`src/rtl/prog_sequencer_pkg.sv`:
```
// Shared definitions for the 9-bit core run controller: sequencer states,
// the two opcodes the sequencer decodes itself, and field widths.
// Optional single-step build: define SEQ_SINGLE_STEP_EN to add the PAUSE state.
package prog_sequencer_pkg;

  localparam int MODE_W  = 2;
  localparam int INSTR_W = 9;

  localparam logic [2:0] OP_SETMODE = 3'b110;
  localparam logic [2:0] OP_HALT    = 3'b111;

  typedef enum logic [2:0] {
    IDLE  = 3'd0,
    FETCH = 3'd1,
    EXEC  = 3'd2,
    MEM   = 3'd3,
    HALT  = 3'd4
`ifdef SEQ_SINGLE_STEP_EN
    ,
    PAUSE = 3'd5
`endif
  } seq_state_t;

endpackage

```
`src/rtl/prog_sequencer_if.sv`:
```
// Bundle of everything the sequencer exchanges with the rest of the core:
// start/done handshake, instruction and decoder strobes in, gated strobes,
// PC controls, mode register and retire counter out.
// With SEQ_SINGLE_STEP_EN defined the bundle also carries the Step input.
interface prog_sequencer_if #(parameter int CNT_W = 16);
  import prog_sequencer_pkg::*;

  logic               Req;
  logic               Ack;
  logic               Busy;
  logic [INSTR_W-1:0] Instruction;
  logic [MODE_W-1:0]  Mode;
  logic               DecRegWrite;
  logic               DecMemWrite;
  logic               DecMemRead;
  logic               DecNextLFSR;
  logic               DecBranchEn;
  logic               BranchTaken;
  logic               MemReady;
  logic               PcReset;
  logic               PcInc;
  logic               PcBranch;
  logic               RegWriteEn;
  logic               MemWriteEn;
  logic               MemReadEn;
  logic               LfsrStep;
  logic [CNT_W-1:0]   InstrCount;
`ifdef SEQ_SINGLE_STEP_EN
  logic               Step;
`endif

  // Core / testbench side: drives requests and decoder results.
  modport master (
`ifdef SEQ_SINGLE_STEP_EN
    output Step,
`endif
    output Req, Instruction, DecRegWrite, DecMemWrite, DecMemRead,
    output DecNextLFSR, DecBranchEn, BranchTaken, MemReady,
    input  Ack, Busy, Mode, PcReset, PcInc, PcBranch,
    input  RegWriteEn, MemWriteEn, MemReadEn, LfsrStep, InstrCount
  );

  // Sequencer side.
  modport slave (
`ifdef SEQ_SINGLE_STEP_EN
    input  Step,
`endif
    input  Req, Instruction, DecRegWrite, DecMemWrite, DecMemRead,
    input  DecNextLFSR, DecBranchEn, BranchTaken, MemReady,
    output Ack, Busy, Mode, PcReset, PcInc, PcBranch,
    output RegWriteEn, MemWriteEn, MemReadEn, LfsrStep, InstrCount
  );

endinterface

```
`src/rtl/prog_sequencer.sv`:
```
// Run controller for the single-issue 9-bit core. Walks each instruction
// through FETCH/EXEC (and MEM for loads/stores), gates the decoder strobes so
// each fires once per instruction, owns the mode register and counts retired
// instructions with a saturating counter.
// Optional: SEQ_SINGLE_STEP_EN parks every retire in PAUSE until Step=1.
module prog_sequencer
  import prog_sequencer_pkg::*;
#(
  parameter int                CNT_W      = 16,
  parameter logic [MODE_W-1:0] START_MODE = 2'b00
) (
  input  logic               Clk,
  input  logic               Reset_n,
  prog_sequencer_if.slave    bus
);

`ifdef SEQ_SINGLE_STEP_EN
  localparam seq_state_t RETIRE_TO = PAUSE;
`else
  localparam seq_state_t RETIRE_TO = FETCH;
`endif

  seq_state_t        state, next_state;
  logic [MODE_W-1:0] mode_q, mode_d;
  logic [CNT_W-1:0]  count_q, count_d;
  logic [CNT_W-1:0]  count_inc;
  logic              mem_write_q, mem_write_d;
  logic [2:0]        opcode;

  logic pc_reset, pc_inc, pc_branch;
  logic reg_write_en, mem_write_en, mem_read_en, lfsr_step;

  // Operand bits the sequencer never looks at (the ALU/decoder use them).
  logic unused_instr_bits;
  assign unused_instr_bits = ^bus.Instruction[5:2];

  assign opcode    = bus.Instruction[8:6];
  assign count_inc = (&count_q) ? count_q : count_q + CNT_W'(1);

  // State, mode, retire counter and pending-access kind; reset aborts any access.
  always_ff @(posedge Clk or negedge Reset_n) begin
    if (!Reset_n) begin
      state       <= IDLE;
      mode_q      <= START_MODE;
      count_q     <= '0;
      mem_write_q <= 1'b0;
    end else begin
      state       <= next_state;
      mode_q      <= mode_d;
      count_q     <= count_d;
      mem_write_q <= mem_write_d;
    end
  end

  // Next-state decode and the once-per-instruction strobe gating.
  always_comb begin
    next_state   = state;
    mode_d       = mode_q;
    count_d      = count_q;
    mem_write_d  = mem_write_q;
    pc_reset     = 1'b0;
    pc_inc       = 1'b0;
    pc_branch    = 1'b0;
    reg_write_en = 1'b0;
    mem_write_en = 1'b0;
    mem_read_en  = 1'b0;
    lfsr_step    = 1'b0;

    case (state)
      IDLE: begin
        // PcReset is Mealy on Req, so mask it while reset is held.
        if (bus.Req && Reset_n) begin
          pc_reset   = 1'b1;
          mode_d     = START_MODE;
          count_d    = '0;
          next_state = FETCH;
        end
      end

      FETCH: begin
        next_state = EXEC;
      end

      EXEC: begin
        if (opcode == OP_HALT) begin
          next_state = HALT;
        end else if (opcode == OP_SETMODE) begin
          mode_d     = bus.Instruction[MODE_W-1:0];
          pc_inc     = 1'b1;
          count_d    = count_inc;
          next_state = RETIRE_TO;
        end else if (bus.DecMemWrite || bus.DecMemRead) begin
          // A store wins if the decoder ever raises both.
          mem_write_en = bus.DecMemWrite;
          mem_read_en  = !bus.DecMemWrite;
          mem_write_d  = bus.DecMemWrite;
          next_state   = MEM;
        end else begin
          reg_write_en = bus.DecRegWrite;
          lfsr_step    = bus.DecNextLFSR;
          if (bus.DecBranchEn && bus.BranchTaken) begin
            pc_branch = 1'b1;
          end else begin
            pc_inc = 1'b1;
          end
          count_d    = count_inc;
          next_state = RETIRE_TO;
        end
      end

      MEM: begin
        mem_write_en = mem_write_q;
        mem_read_en  = !mem_write_q;
        if (bus.MemReady) begin
          reg_write_en = bus.DecRegWrite && !mem_write_q;
          pc_inc       = 1'b1;
          count_d      = count_inc;
          next_state   = RETIRE_TO;
        end
      end

      HALT: begin
        if (!bus.Req) begin
          next_state = IDLE;
        end
      end

`ifdef SEQ_SINGLE_STEP_EN
      PAUSE: begin
        if (bus.Step) begin
          next_state = FETCH;
        end
      end
`endif

      default: begin
        next_state = IDLE;
      end
    endcase
  end

  // Outputs: Ack/Busy are Moore on state, strobes come from the decode above.
  always_comb begin
    bus.Ack        = (state == HALT);
    bus.Busy       = (state != IDLE) && (state != HALT);
    bus.Mode       = mode_q;
    bus.InstrCount = count_q;
    bus.PcReset    = pc_reset;
    bus.PcInc      = pc_inc;
    bus.PcBranch   = pc_branch;
    bus.RegWriteEn = reg_write_en;
    bus.MemWriteEn = mem_write_en;
    bus.MemReadEn  = mem_read_en;
    bus.LfsrStep   = lfsr_step;
  end

endmodule

```
`src/flat_wrapper.sv`:
```
// flat-port wrapper written by rule: the top's interface ports become plain ports
module prog_sequencer_flat import prog_sequencer_pkg::*;
#(
  parameter int                CNT_W      = 16,
  parameter logic [MODE_W-1:0] START_MODE = 2'b00
)
  (Clk, Reset_n, bus_Req, bus_Instruction, bus_DecRegWrite, bus_DecMemWrite, bus_DecMemRead, bus_DecNextLFSR, bus_DecBranchEn, bus_BranchTaken, bus_MemReady, bus_Ack, bus_Busy, bus_Mode, bus_PcReset, bus_PcInc, bus_PcBranch, bus_RegWriteEn, bus_MemWriteEn, bus_MemReadEn, bus_LfsrStep, bus_InstrCount);
  prog_sequencer_if #(.CNT_W(CNT_W)) bus_i ();
  input  logic Clk;
  input  logic Reset_n;
  input wire logic [$bits(bus_i.Req)-1:0] bus_Req;
  input wire logic [$bits(bus_i.Instruction)-1:0] bus_Instruction;
  input wire logic [$bits(bus_i.DecRegWrite)-1:0] bus_DecRegWrite;
  input wire logic [$bits(bus_i.DecMemWrite)-1:0] bus_DecMemWrite;
  input wire logic [$bits(bus_i.DecMemRead)-1:0] bus_DecMemRead;
  input wire logic [$bits(bus_i.DecNextLFSR)-1:0] bus_DecNextLFSR;
  input wire logic [$bits(bus_i.DecBranchEn)-1:0] bus_DecBranchEn;
  input wire logic [$bits(bus_i.BranchTaken)-1:0] bus_BranchTaken;
  input wire logic [$bits(bus_i.MemReady)-1:0] bus_MemReady;
  output wire logic [$bits(bus_i.Ack)-1:0] bus_Ack;
  output wire logic [$bits(bus_i.Busy)-1:0] bus_Busy;
  output wire logic [$bits(bus_i.Mode)-1:0] bus_Mode;
  output wire logic [$bits(bus_i.PcReset)-1:0] bus_PcReset;
  output wire logic [$bits(bus_i.PcInc)-1:0] bus_PcInc;
  output wire logic [$bits(bus_i.PcBranch)-1:0] bus_PcBranch;
  output wire logic [$bits(bus_i.RegWriteEn)-1:0] bus_RegWriteEn;
  output wire logic [$bits(bus_i.MemWriteEn)-1:0] bus_MemWriteEn;
  output wire logic [$bits(bus_i.MemReadEn)-1:0] bus_MemReadEn;
  output wire logic [$bits(bus_i.LfsrStep)-1:0] bus_LfsrStep;
  output wire logic [$bits(bus_i.InstrCount)-1:0] bus_InstrCount;
  assign bus_i.Req = bus_Req;
  assign bus_i.Instruction = bus_Instruction;
  assign bus_i.DecRegWrite = bus_DecRegWrite;
  assign bus_i.DecMemWrite = bus_DecMemWrite;
  assign bus_i.DecMemRead = bus_DecMemRead;
  assign bus_i.DecNextLFSR = bus_DecNextLFSR;
  assign bus_i.DecBranchEn = bus_DecBranchEn;
  assign bus_i.BranchTaken = bus_BranchTaken;
  assign bus_i.MemReady = bus_MemReady;
  assign bus_Ack = bus_i.Ack;
  assign bus_Busy = bus_i.Busy;
  assign bus_Mode = bus_i.Mode;
  assign bus_PcReset = bus_i.PcReset;
  assign bus_PcInc = bus_i.PcInc;
  assign bus_PcBranch = bus_i.PcBranch;
  assign bus_RegWriteEn = bus_i.RegWriteEn;
  assign bus_MemWriteEn = bus_i.MemWriteEn;
  assign bus_MemReadEn = bus_i.MemReadEn;
  assign bus_LfsrStep = bus_i.LfsrStep;
  assign bus_InstrCount = bus_i.InstrCount;
  prog_sequencer #(.CNT_W(CNT_W), .START_MODE(START_MODE)) u_core (.Clk(Clk), .Reset_n(Reset_n), .bus(bus_i));
endmodule
```
`config.mk`:
```
export PLATFORM = sky130hd
export DESIGN_NAME = prog_sequencer_flat
export DESIGN_NICKNAME = d
export VERILOG_FILES = /design/src/rtl/prog_sequencer_pkg.sv /design/src/rtl/prog_sequencer_if.sv /design/src/rtl/prog_sequencer.sv /design/src/flat_wrapper.sv
export SDC_FILE = /design/constraint.sdc
export NUM_CORES = 1
export LEC_CHECK = 0
export CORE_MARGIN = 3
export CORE_UTILIZATION = 49
export DETAILED_ROUTE_END_ITERATION = 8
export GPL_ROUTABILITY_DRIVEN = 0
export PLACE_DENSITY_LB_ADDON = 0.08
export SLEW_MARGIN = 20
export SYNTH_ARGS = -nofsm -noshare
export SYNTH_HDL_FRONTEND = slang
export SYNTH_SLANG_ARGS = --single-unit
export TNS_END_PERCENT = 100
```
`constraint.sdc`:
```
create_clock -name Clk -period 4.8 [get_ports Clk]
set_input_delay 0.96 -clock Clk [delete_from_list [all_inputs] [get_ports Clk]]
set_output_delay 0.96 -clock Clk [all_outputs]
set_load 0.02 [all_outputs]
```
* After elaboration in Yosys (flattened, before gate mapping)
Index checks and enable logic that the tools add are counted.
W data, S select, Z words.
** Operators by class
- Add/subtract/negate cells :: 1
- Equal/unequal tests :: 13
- Muxes and demuxes :: 48
- Bitwise operators :: 2
- Reductions and logical operators :: 16
** Operators by type and width (count)
- $mux W16 :: 6
- $pmux W16 S3 :: 1
- $mux W1 :: 26
- $add A16 B1 Y16 const B :: 1
- $reduce_and A16 Y1 :: 1
- $mux W3 :: 5
- $pmux W3 S5 :: 1
- $eq A3 B3 Y1 const B :: 3
- $mux W2 :: 4
- $pmux W1 S2 :: 4
- $reduce_and A4 Y1 :: 2
- $eq A3 B2 Y1 const B :: 2
- $ne A2 B2 Y1 const B :: 3
- $reduce_bool A3 Y1 :: 2
- $reduce_and A5 Y1 :: 1
- $logic_and A1 B1 Y1 :: 4
- $ne A2 B1 Y1 const B :: 2
- $pmux W2 S2 :: 1
- $eq A3 B1 Y1 const B :: 1
- $logic_not A3 Y1 :: 1
- $ne A3 B2 Y1 const B :: 1
- $ne A3 B3 Y1 const B :: 1
- $reduce_and A3 Y1 :: 1
- $logic_not A1 Y1 :: 2
- 3 further kinds :: 4
** Word-level totals
- Register bits :: 22
- Bits of input ports :: 19
- Output and inout bits :: 27
- Word-level logic and storage cells :: 84

* Logic depth before layout (Yosys ltp)
Gate-level depths: netlist of run 1.
- Depth after elaboration :: 6
- Depth in mapped cells :: 6

* Least setup slack after synthesis of run 1
No wires, ideal clock.
- Path kind :: in2out
- Start point :: input bus_Instruction[8]
- End point :: output bus_PcInc
- Arrival :: 1.713 ns
- Data required time :: 3.840 ns
- Slack :: 2.127 ns
- Stages on the path :: 3
- Buffers on the path :: 0
- Cells stage by stage :: a211oi_1 > a211oi_1 > nor2_1
** On the way
- Longest elaborated chain between the ends :: 4
- Elaborated cells on any way between the ends :: 5
- Those cells by class :: eq/ne: 2; mux: 3
** Ends and longest elaborated chain
- start: declaration :: line flat_wrapper.sv:12 : input wire logic [$bits(bus_i.Instruction)-1:0] bus_Instruction;
- $eq A3 B3 Y1 :: line prog_sequencer.sv:87 : end else if (opcode == OP_SETMODE) begin
- $mux W1 :: line prog_sequencer.sv:87
- $mux W1 * :: line prog_sequencer.sv:85 : if (opcode == OP_HALT) begin
- $pmux W1 S2 * :: line prog_sequencer.sv:69 : case (state)
- end: declaration :: line flat_wrapper.sv:24 : output wire logic [$bits(bus_i.PcInc)-1:0] bus_PcInc;
Mark *: on every way between the ends. The rest lies on a longest branch, timed or not.

* Worst setup path in the final report of run 1
- Start point :: input bus_DecMemWrite
- End point :: output bus_PcInc
** On the way
- Longest elaborated chain between the ends :: 5
** Ends and longest elaborated chain
- start: declaration :: line flat_wrapper.sv:14 : input wire logic [$bits(bus_i.DecMemWrite)-1:0] bus_DecMemWrite;
- $logic_or A1 B1 Y1 :: line prog_sequencer.sv:92 : end else if (bus.DecMemWrite || bus.DecMemRead) begin
- $mux W1 :: line prog_sequencer.sv:92
- $mux W1 :: line prog_sequencer.sv:87
- $mux W1 :: line prog_sequencer.sv:85
- $pmux W1 S2 :: line prog_sequencer.sv:69
Every way passes these cells.

==> key figures, run 1 <==
Drt
  – DRC violation count after routing: 0
  – Average wire per standard cell: approximately 17 µm
  – Initial DRT Pass Iterations: 4
  – Routed Wire Length: 4032 µm
  – Number of nets still failing antenna checks after routing: 0
  – DRT iter0 DRCs: 80
  – Drt via density: ~6.5
  – Via count of the routed design: 1,552

Finish
  – Cell Count, Final, Fillers Out: between 200 and 250
  – Syn-to-layout area delta: 31.56%
  – Fill count: 220
  – Number of antenna cells inserted: 0
  – Area occupied by multi-input gates: 814.5 µm²
  – Layout cell share with drive strength beyond 1: 4.808%
  – Final-stage net count: ~230
  – Storage element area: about 550 µm²

Timing
  – Worst-case headroom to the max-slew limit: between 40% and 50%
  – Final Critical Period: around 3.8 ns
  – Final clock period utilization by the worst path: between 70% and 80%
  – Maximum operating frequency: between 200 and 300 MHz
  – Unrepaired setup endpoints after global routing: false
  – Total Negative Setup Slacks: 0 ns
  – Worst-Margin Slew: 0.8943 ns
  – Hold slack: around 0.52 ns
  – Count of pins over their slew limit: 0
  – Final count of negative-setup-slack endpoints: 0
  – Final number of hold-violating endpoints: 0
  – Clock Skew: 0.0009081 ns
  – Slack of the critical path: slightly above 1 ns

Worst setup path
  – Worst r2r path cells: 5
  – Critical-path maximum fanout: 5
  – Critical path class: in2out
  – Setup slack on the worst flop-to-flop path: about 2.3 ns
  – Critical path data required time: ~3.8 ns
  – Startpoint Class: primary input
  – Startpoint of the lowest-slack register-to-register path: u_core.bus.InstrCount[0]$_DFFE_PN0P_
  – Data arrival time of the critical path: approximately 2.8 ns
  – Critical Path End Type: primary output
  – Reg-to-reg endpoint: u_core.bus.InstrCount[8]$_DFFE_PN0P_

Die
  – Starting Density: roughly 54%
  – Die area: between 3000 and 4000 µm²
  – Die span in x: 60.05 µm
  – Core region area: ~2600 µm²
  – Number of cell rows: 18
  – Count of boundary I/O pins: between 40 and 50
  – Height of the chip: about 60 µm

Synth
  – Dominant cell type by area after synthesis: sky130_fd_sc_hd__dfrtp_1
  – Xor and xnor area share after synthesis: 0%
  – Simple-gate share of the synthesized area: ~28%
  – Share of cell area taken by muxes after synthesis: 2.273%
  – Number of distinct library cells after synthesis: 42
  – Main combinational cell family by area after synthesis: simple AND/OR/NAND/NOR gates
  – Average instance area after synthesis: 8.420 µm²
  – Post-synth EDFFs: 0
  – Main area contributors after synthesis: sky130_fd_sc_hd__dfrtp_1 38%, sky130_fd_sc_hd__a41oi_1 5.5%, sky130_fd_sc_hd__nand2_1 5.2%
  – Post-synthesis share of cell area spent on full adders, half adders and majority gates: 0.8741%
  – Flop and latch count out of synthesis: 22
  – Synth Area in Compound Gates: a little over a quarter
  – Post-Syn Area: between 1000 and 1500 µm²
  – Yosys top cell area share: between 30 and 40%
  – Number of warnings reported in the yosys synthesis log: 0
  – Post-synth top flop: sky130_fd_sc_hd__dfrtp_1
  – Nets in the synthesized netlist: 190
  – Synthesized instance count: between 150 and 200
  – Post-synthesis sequential area ratio: approximately two fifths
  – Post-synthesis async set-or-reset flop share: between 90% and 100%

Clock tree
  – Sinks on the clock net: 22
  – Max Root-Sink Buffers: 2
  – Worst-Skew Late Latency: a little over 0.3 ns
  – Hold buffer count at CTS: 0
  – Library cell used as clock root buffer: sky130_fd_sc_hd__clkbuf_4
  – CTS tree: built
  – Number of gates given a new drive strength after cts: 0
  – H-tree depth reported by CTS: 1
  – Setup fix buffers added after clock tree synthesis: 0
  – Register clock-pin slew on the reported worst setup and hold paths: roughly 0.12 ns
  – Number of clock buffers inserted by TritonCTS: 3

Placement
  – Number of port buffers: 41
  – Setup slack after placement: approximately 1.0 ns
  – HPWL after DPL: a little under 3000 µm
  – Instance count after placement with tap cells included: roughly 230

Run
  – Count of maximum capacitance violations: 0

Power
  – Power Total: 0.8342 mW
  – Total power density per cell area: roughly 440 nW/µm²
  – Max rail drop VDD: between 0.3 and 0.4 mV
  – Cell leakage power: 0.7516 nW

GRT
  – Wire length of the first global-routing pass: just under 7000 µm
  – Global-route congestion overflow total: 0
  – Vias in the first global route: between 1,500 and 2,000
  – Pin count of the biggest net entering global routing: 25
  – Number of antenna violations at the first check in global routing: 0
  – All-Layer GR Usage: around 25%

Worst hold path
  – WHS Endpoint: u_core.bus.Mode[1]$_DFFE_PN0P_
  – Worst hold-check path type: reg2reg
  – Number of instances on the worst hold path: 1
  – Beginning of the worst hold path: u_core.bus.Mode[1]$_DFFE_PN0P_

Status
  – Status: complete, no violations
report_power, final:
part	internal (mW)	switching (mW)
Combinational	0.184	0.265
Clock	0.0464	0.0592
Sequential	0.221	0.0589
sequential cells by signal, summed over array words and instances (netlist names):
signal / count
u_core.bus.Mode: 2
u_core.bus.InstrCount: 16
u_core.state: 3
u_core.mem_write_q: 1
final cells by class:
| cell class | count | area share (%) |
|---|---|---|
| multi-input cells | 133 | 43.26 |
| flip-flops and latches | 22 | 29.24 |
| repair buffers | 42 | 22.19 |
| well taps | 30 | 1.993 |
| clock buffers | 4 | 1.927 |
| inverters | 7 | 1.395 |
layout by cell type, fill, tap and decap left out, types with 2 or more instances in the layout:
cell type / instances
sky130_fd_sc_hd__a211oi_1: 2
sky130_fd_sc_hd__a21o_1: 4
sky130_fd_sc_hd__a21oi_1: 9
sky130_fd_sc_hd__a31oi_1: 7
sky130_fd_sc_hd__a41oi_1: 9
sky130_fd_sc_hd__and2_1: 2
sky130_fd_sc_hd__and3_1: 4
sky130_fd_sc_hd__clkbuf_4: 3
sky130_fd_sc_hd__clkdlybuf4s50_1: 41
sky130_fd_sc_hd__dfrtp_1: 22
sky130_fd_sc_hd__inv_1: 7
sky130_fd_sc_hd__mux2_2: 2
sky130_fd_sc_hd__nand2_1: 20
sky130_fd_sc_hd__nand2b_1: 2
sky130_fd_sc_hd__nand3_1: 9
sky130_fd_sc_hd__nand4_1: 5
sky130_fd_sc_hd__nor2_1: 15
sky130_fd_sc_hd__nor3_1: 6
sky130_fd_sc_hd__nor4_1: 7
sky130_fd_sc_hd__o21a_1: 4
sky130_fd_sc_hd__o21ai_0: 4
sky130_fd_sc_hd__o22a_1: 2
sky130_fd_sc_hd__or3_1: 2
sky130_fd_sc_hd__or4_1: 2
per-layer routing:
layer  GRT usage [%]  part of all wire, %  vias to the layer above
met5               0                    0                        -
met4           10.76                  1.5                        0
met3           3.240                  7.1                        9
met2           40.59                   49                       68
met1           32.57                   43                      745
li1                -                    -                      730
critical path, cell delays in order:
cell	delay, ns
sky130_fd_sc_hd__clkdlybuf4s50_1	0.49
sky130_fd_sc_hd__a211oi_1	0.49
sky130_fd_sc_hd__a211oi_1	0.15
sky130_fd_sc_hd__nor2_1	0.11
sky130_fd_sc_hd__clkdlybuf4s50_1	0.62
per-stage QoR:
step | cell area, µm² | utilization, %
floorplan | 1431 | -
detailed placement | 1847 | 70.09
global placement | 1847 | 70.09
finish | 1883 | 71.46
CTS | 1883 | 71.46
global route | 1883 | 71.46
how the worst max path moves through the flow:
| stage | slack (ns) | cells past startpoint | start | end |
|---|---|---|---|---|
| 6_report | 1.01 | 5 | bus_DecMemWrite | bus_PcInc |
| 2_1_floorplan | 2.13 | 3 | bus_Instruction[8] | bus_PcInc |
| 4_1_cts | 1.04 | 5 | bus_DecMemWrite | bus_PcInc |
| 3_5_place_dp | 1.05 | 5 | bus_DecMemWrite | bus_PcInc |
| 3_3_place_gp | 1.05 | 5 | bus_DecMemWrite | bus_PcInc |
| 5_1_grt | 0.82 | 4 | u_core.state[2]$_DFFE_PN0P_ | bus_PcInc |
cell usage after synthesis, types with 2 or more instances:
cell type / instances
sky130_fd_sc_hd__a211oi_1: 2
sky130_fd_sc_hd__a21o_1: 4
sky130_fd_sc_hd__a21oi_1: 9
sky130_fd_sc_hd__a31oi_1: 7
sky130_fd_sc_hd__a41oi_1: 9
sky130_fd_sc_hd__and2_1: 2
sky130_fd_sc_hd__and3_1: 4
sky130_fd_sc_hd__buf_1: 2
sky130_fd_sc_hd__buf_2: 2
sky130_fd_sc_hd__clkbuf_1: 3
sky130_fd_sc_hd__dfrtp_1: 22
sky130_fd_sc_hd__inv_1: 7
sky130_fd_sc_hd__mux2_2: 2
sky130_fd_sc_hd__nand2_1: 20
sky130_fd_sc_hd__nand2b_1: 2
sky130_fd_sc_hd__nand3_1: 9
sky130_fd_sc_hd__nand4_1: 5
sky130_fd_sc_hd__nor2_1: 15
sky130_fd_sc_hd__nor3_1: 6
sky130_fd_sc_hd__nor4_1: 7
sky130_fd_sc_hd__o21a_1: 4
sky130_fd_sc_hd__o21ai_0: 4
sky130_fd_sc_hd__o22a_1: 2
sky130_fd_sc_hd__or3_1: 2
sky130_fd_sc_hd__or4_1: 2
cells by family after synthesis:
group                      after synthesis
DFF                                     22
muxes                                    3
and+or+nand+nor                         78
buffers and inverters                   15
adders and majority gates                1
AOI/OAI and AO/OA                       51
Note: power is estimated with default switching activity, not from simulation.
==> run 2, diff against run 1 <==
--- a/config.mk
+++ b/config.mk
@@ -6,7 +6,7 @@
 export NUM_CORES = 1
 export LEC_CHECK = 0
 export CORE_MARGIN = 3
-export CORE_UTILIZATION = 49
+export CORE_UTILIZATION = 41
 export DETAILED_ROUTE_END_ITERATION = 8
 export GPL_ROUTABILITY_DRIVEN = 0
 export PLACE_DENSITY_LB_ADDON = 0.08
==> constraint.sdc (replaced) <==
create_clock -name Clk -period 3.4 [get_ports Clk]
set_input_delay 0.68 -clock Clk [delete_from_list [all_inputs] [get_ports Clk]]
set_output_delay 0.68 -clock Clk [all_outputs]
set_load 0.02 [all_outputs]
==> run 2 against run 1 <==
Compared with the run above:
- flip-flop and latch count is the same
- critical path depth increased by 1
- clock power is 42% higher
- clock skew is 0.0086 ns higher
- register-to-register slack got worse by 1.4 ns
- critical path type unchanged
==> key figures, run 2 (synthesis gave the netlist of run 1 again) <==
Clock tree
  – H-tree depth reported by CTS: 1 (unchanged)
  – CTS tree: built (unchanged)
  – Hold buffer count at CTS: 0 (unchanged)
  – Max Root-Sink Buffers: 2 (unchanged)
  – Register clock-pin slew on the reported worst setup and hold paths: 0.12 ns (about the same)
  – Sinks on the clock net: 22 (unchanged)
  – Library cell used as clock root buffer: sky130_fd_sc_hd__clkbuf_4 (unchanged)
  – Number of gates given a new drive strength after cts: 0 (unchanged)
  – Setup fix buffers added after clock tree synthesis: 0 (unchanged)
  – Worst-Skew Late Latency: 0.32 ns (was 0.31 ns)
  – Number of clock buffers inserted by TritonCTS: 3 (unchanged)

Finish
  – Number of antenna cells inserted: 0 (unchanged)
  – Cell Count, Final, Fillers Out: 256 (was 238)
  – Final-stage net count: 233 (was 229)
  – Fill count: 315 (was 220)
  – Most common cell after layout, fill and taps aside: sky130_fd_sc_hd__clkdlybuf4s50_1 (unchanged)
  – Number of flip-flops under the largest register name: 16 (unchanged)
  – Syn-to-layout area delta: 34.88% (was 31.56%)
  – Area occupied by multi-input gates: 814.5 µm² (unchanged)
  – Commonest cells after routing, fill and taps aside: 41 x sky130_fd_sc_hd__clkdlybuf4s50_1, 22 x sky130_fd_sc_hd__dfrtp_1, 20 x sky130_fd_sc_hd__nand2_1, 15 x sky130_fd_sc_hd__nor2_1 (unchanged)
  – Storage element area: 550.5 µm² (unchanged)
  – Post-route cell area: 1931 µm² (was 1883 µm²)
  – Layout cell share with drive strength beyond 1: 6.604% (was 4.808%)

Die
  – Height of the chip: 65.09 µm (was 60.05 µm)
  – Count of boundary I/O pins: 46 (unchanged)
  – Starting Density: 45.04% (was 54.32%)
  – Die area: 4236 µm² (was 3605 µm²)
  – Core region area: 3178 µm² (was 2635 µm²)
  – Die span in x: 65.09 µm (was 60.05 µm)
  – Number of cell rows: 20 (was 18)

Timing
  – Final Critical Period: 3.058 ns
  – Clock Skew: 0.009540 ns (was 0.0009081 ns)
  – Slack of the critical path: 0.3423 ns (was 1.013 ns)
  – Final clock period utilization by the worst path: between 80% and 90%
  – Final count of negative-setup-slack endpoints: 0 (unchanged)
  – Worst-case headroom to the max-slew limit: 52.45% (was 40.26%)
  – Total Negative Setup Slacks: 0 ns (unchanged)
  – Final number of hold-violating endpoints: 0 (unchanged)
  – Maximum operating frequency: around 330 MHz
  – Hold slack: 0.5166 ns (was 0.5207 ns)
  – Count of pins over their slew limit: 0 (unchanged)
  – Worst-Margin Slew: 0.7067 ns (was 0.8943 ns)
  – Unrepaired setup endpoints after global routing: false (unchanged)

GRT
  – Met2 layer usage reported by global route: 30.40% (was 40.59%)
  – Vias in the first global route: 1,462 (was 1,518)
  – Number of antenna violations at the first check in global routing: 0 (unchanged)
  – All-Layer GR Usage: 19.84% (was 24.80%)
  – Global Route met3 Usage: 2.773% (was 3.240%)
  – Most Used Layer, Global Route: met2 (unchanged)
  – Global Route met1 Usage: 28.96% (was 32.57%)
  – Pin count of the biggest net entering global routing: 19 (was 25)
  – Global-route congestion overflow total: 0 (unchanged)
  – Wire length of the first global-routing pass: 6810 µm (was 6789 µm)

Placement
  – DP Area: 1894 µm² (was 1847 µm²)
  – Number of port buffers: 41 (unchanged)
  – HPWL after DPL: 2966 µm (was 2977 µm)
  – Setup slack after placement: 0.3737 ns (was 1.047 ns)
  – Instance count after placement with tap cells included: 252 (was 234)

Worst setup path
  – Critical path data required time: 2.72 ns (was 3.84 ns)
  – Critical-path maximum fanout: 4 (was 5)
  – Critical Path End Type: primary output (unchanged)
  – Delay-heaviest family, CP: buffers and inverters (unchanged)
  – Cell breakdown of the critical path: clkdlybuf4s50_1 > nand2_1 > and3_1 > nand2_1 > a21oi_1 > clkdlybuf4s50_1 (was clkdlybuf4s50_1 > a211oi_1 > a211oi_1 > nor2_1 > clkdlybuf4s50_1)
  – CP Buf/Inv Count: 2 (unchanged)
  – Highest-delay cell along the critical path: sky130_fd_sc_hd__clkdlybuf4s50_1 (unchanged)
  – Critical path class: in2out (unchanged)
  – Data arrival time of the critical path: 2.38 ns (was 2.83 ns)
  – Stage delay of the slowest cell on the critical path: 0.62 ns (about the same)
  – Startpoint Class: primary input (unchanged)

Drt
  – Routed Wire Length: 4003 µm (was 4032 µm)
  – Via count of the routed design: 1,523 (was 1,552)
  – Number of nets still failing antenna checks after routing: 0 (unchanged)
  – Initial DRT Pass Iterations: 4 (unchanged)
  – DRT iter0 DRCs: 85 (was 80)
  – DRC violation count after routing: 0 (unchanged)
  – Average wire per standard cell: 15.64 µm (was 16.94 µm)
  – Drt via density: 5.949 (was 6.521)

Power
  – Total power density per cell area: 627.0 nW/µm² (was 443.0 nW/µm²)
  – Cell leakage power: 0.7713 nW (was 0.7516 nW)
  – Max rail drop VDD: 0.3730 mV (was 0.3854 mV)

Worst hold path
  – Worst hold-check path type: reg2reg (unchanged)

Status
  – Status: complete, no violations (unchanged)

Run
  – Count of maximum capacitance violations: 0 (unchanged)
-- run 2: worst paths after layout --
| path | end | slack (ns) | from | cells after the start |
|---|---|---|---|---|
| setup / recovery | bus_RegWriteEn | 0.34 | bus_Instruction[8] | 6 |
| setup reg to reg | u_core.bus.InstrCount[8]$_DFFE_PN0P_ | 0.95 | u_core.bus.InstrCount[0]$_DFFE_PN0P_ | 5 |
| hold / removal | u_core.bus.Mode[1]$_DFFE_PN0P_ | 0.52 | u_core.bus.Mode[1]$_DFFE_PN0P_ | 1 |
| min in group asynchronous | u_core.state[2]$_DFFE_PN0P_ | 0.59 | Reset_n | 1 |
| max in group asynchronous | u_core.bus.InstrCount[4]$_DFFE_PN0P_ | 2.28 | Reset_n | 2 |
| hold reg to reg | u_core.bus.Mode[1]$_DFFE_PN0P_ | 0.52 | u_core.bus.Mode[1]$_DFFE_PN0P_ | 1 |
-- run 2: per-layer routing --
layer	up-vias	wire, µm
met5	-	0
met4	0	55
li1	734	-
met1	728	1933
met2	53	1803
met3	8	210
-- run 2: power breakdown --
group / leakage (nW) / total, mW / switching, mW / internal [mW]
combinational: 0.453 / 0.663 / 0.380 / 0.283
sequential: 0.297 / 0.397 / 0.0852 / 0.312
clock: 0.0210 / 0.150 / 0.0849 / 0.0655
-- run 2: cell type report --
| cell class | instances | share of cell area [%] |
|---|---|---|
| multi-input combinational | 133 | 42.19 |
| sequential | 22 | 28.52 |
| timing repair buffer | 46 | 23.20 |
| tap | 44 | 2.852 |
| clock buffer | 4 | 1.879 |
| inverter | 7 | 1.361 |
-- run 2: through the flow --
stage	util (%)	total power, mW
after global routing	60.75	1.294
after detailed placement	59.61	1.060
after global placement	59.61	1.048
final	60.75	1.210
after CTS	60.75	1.209
after floorplan	-	0.8131
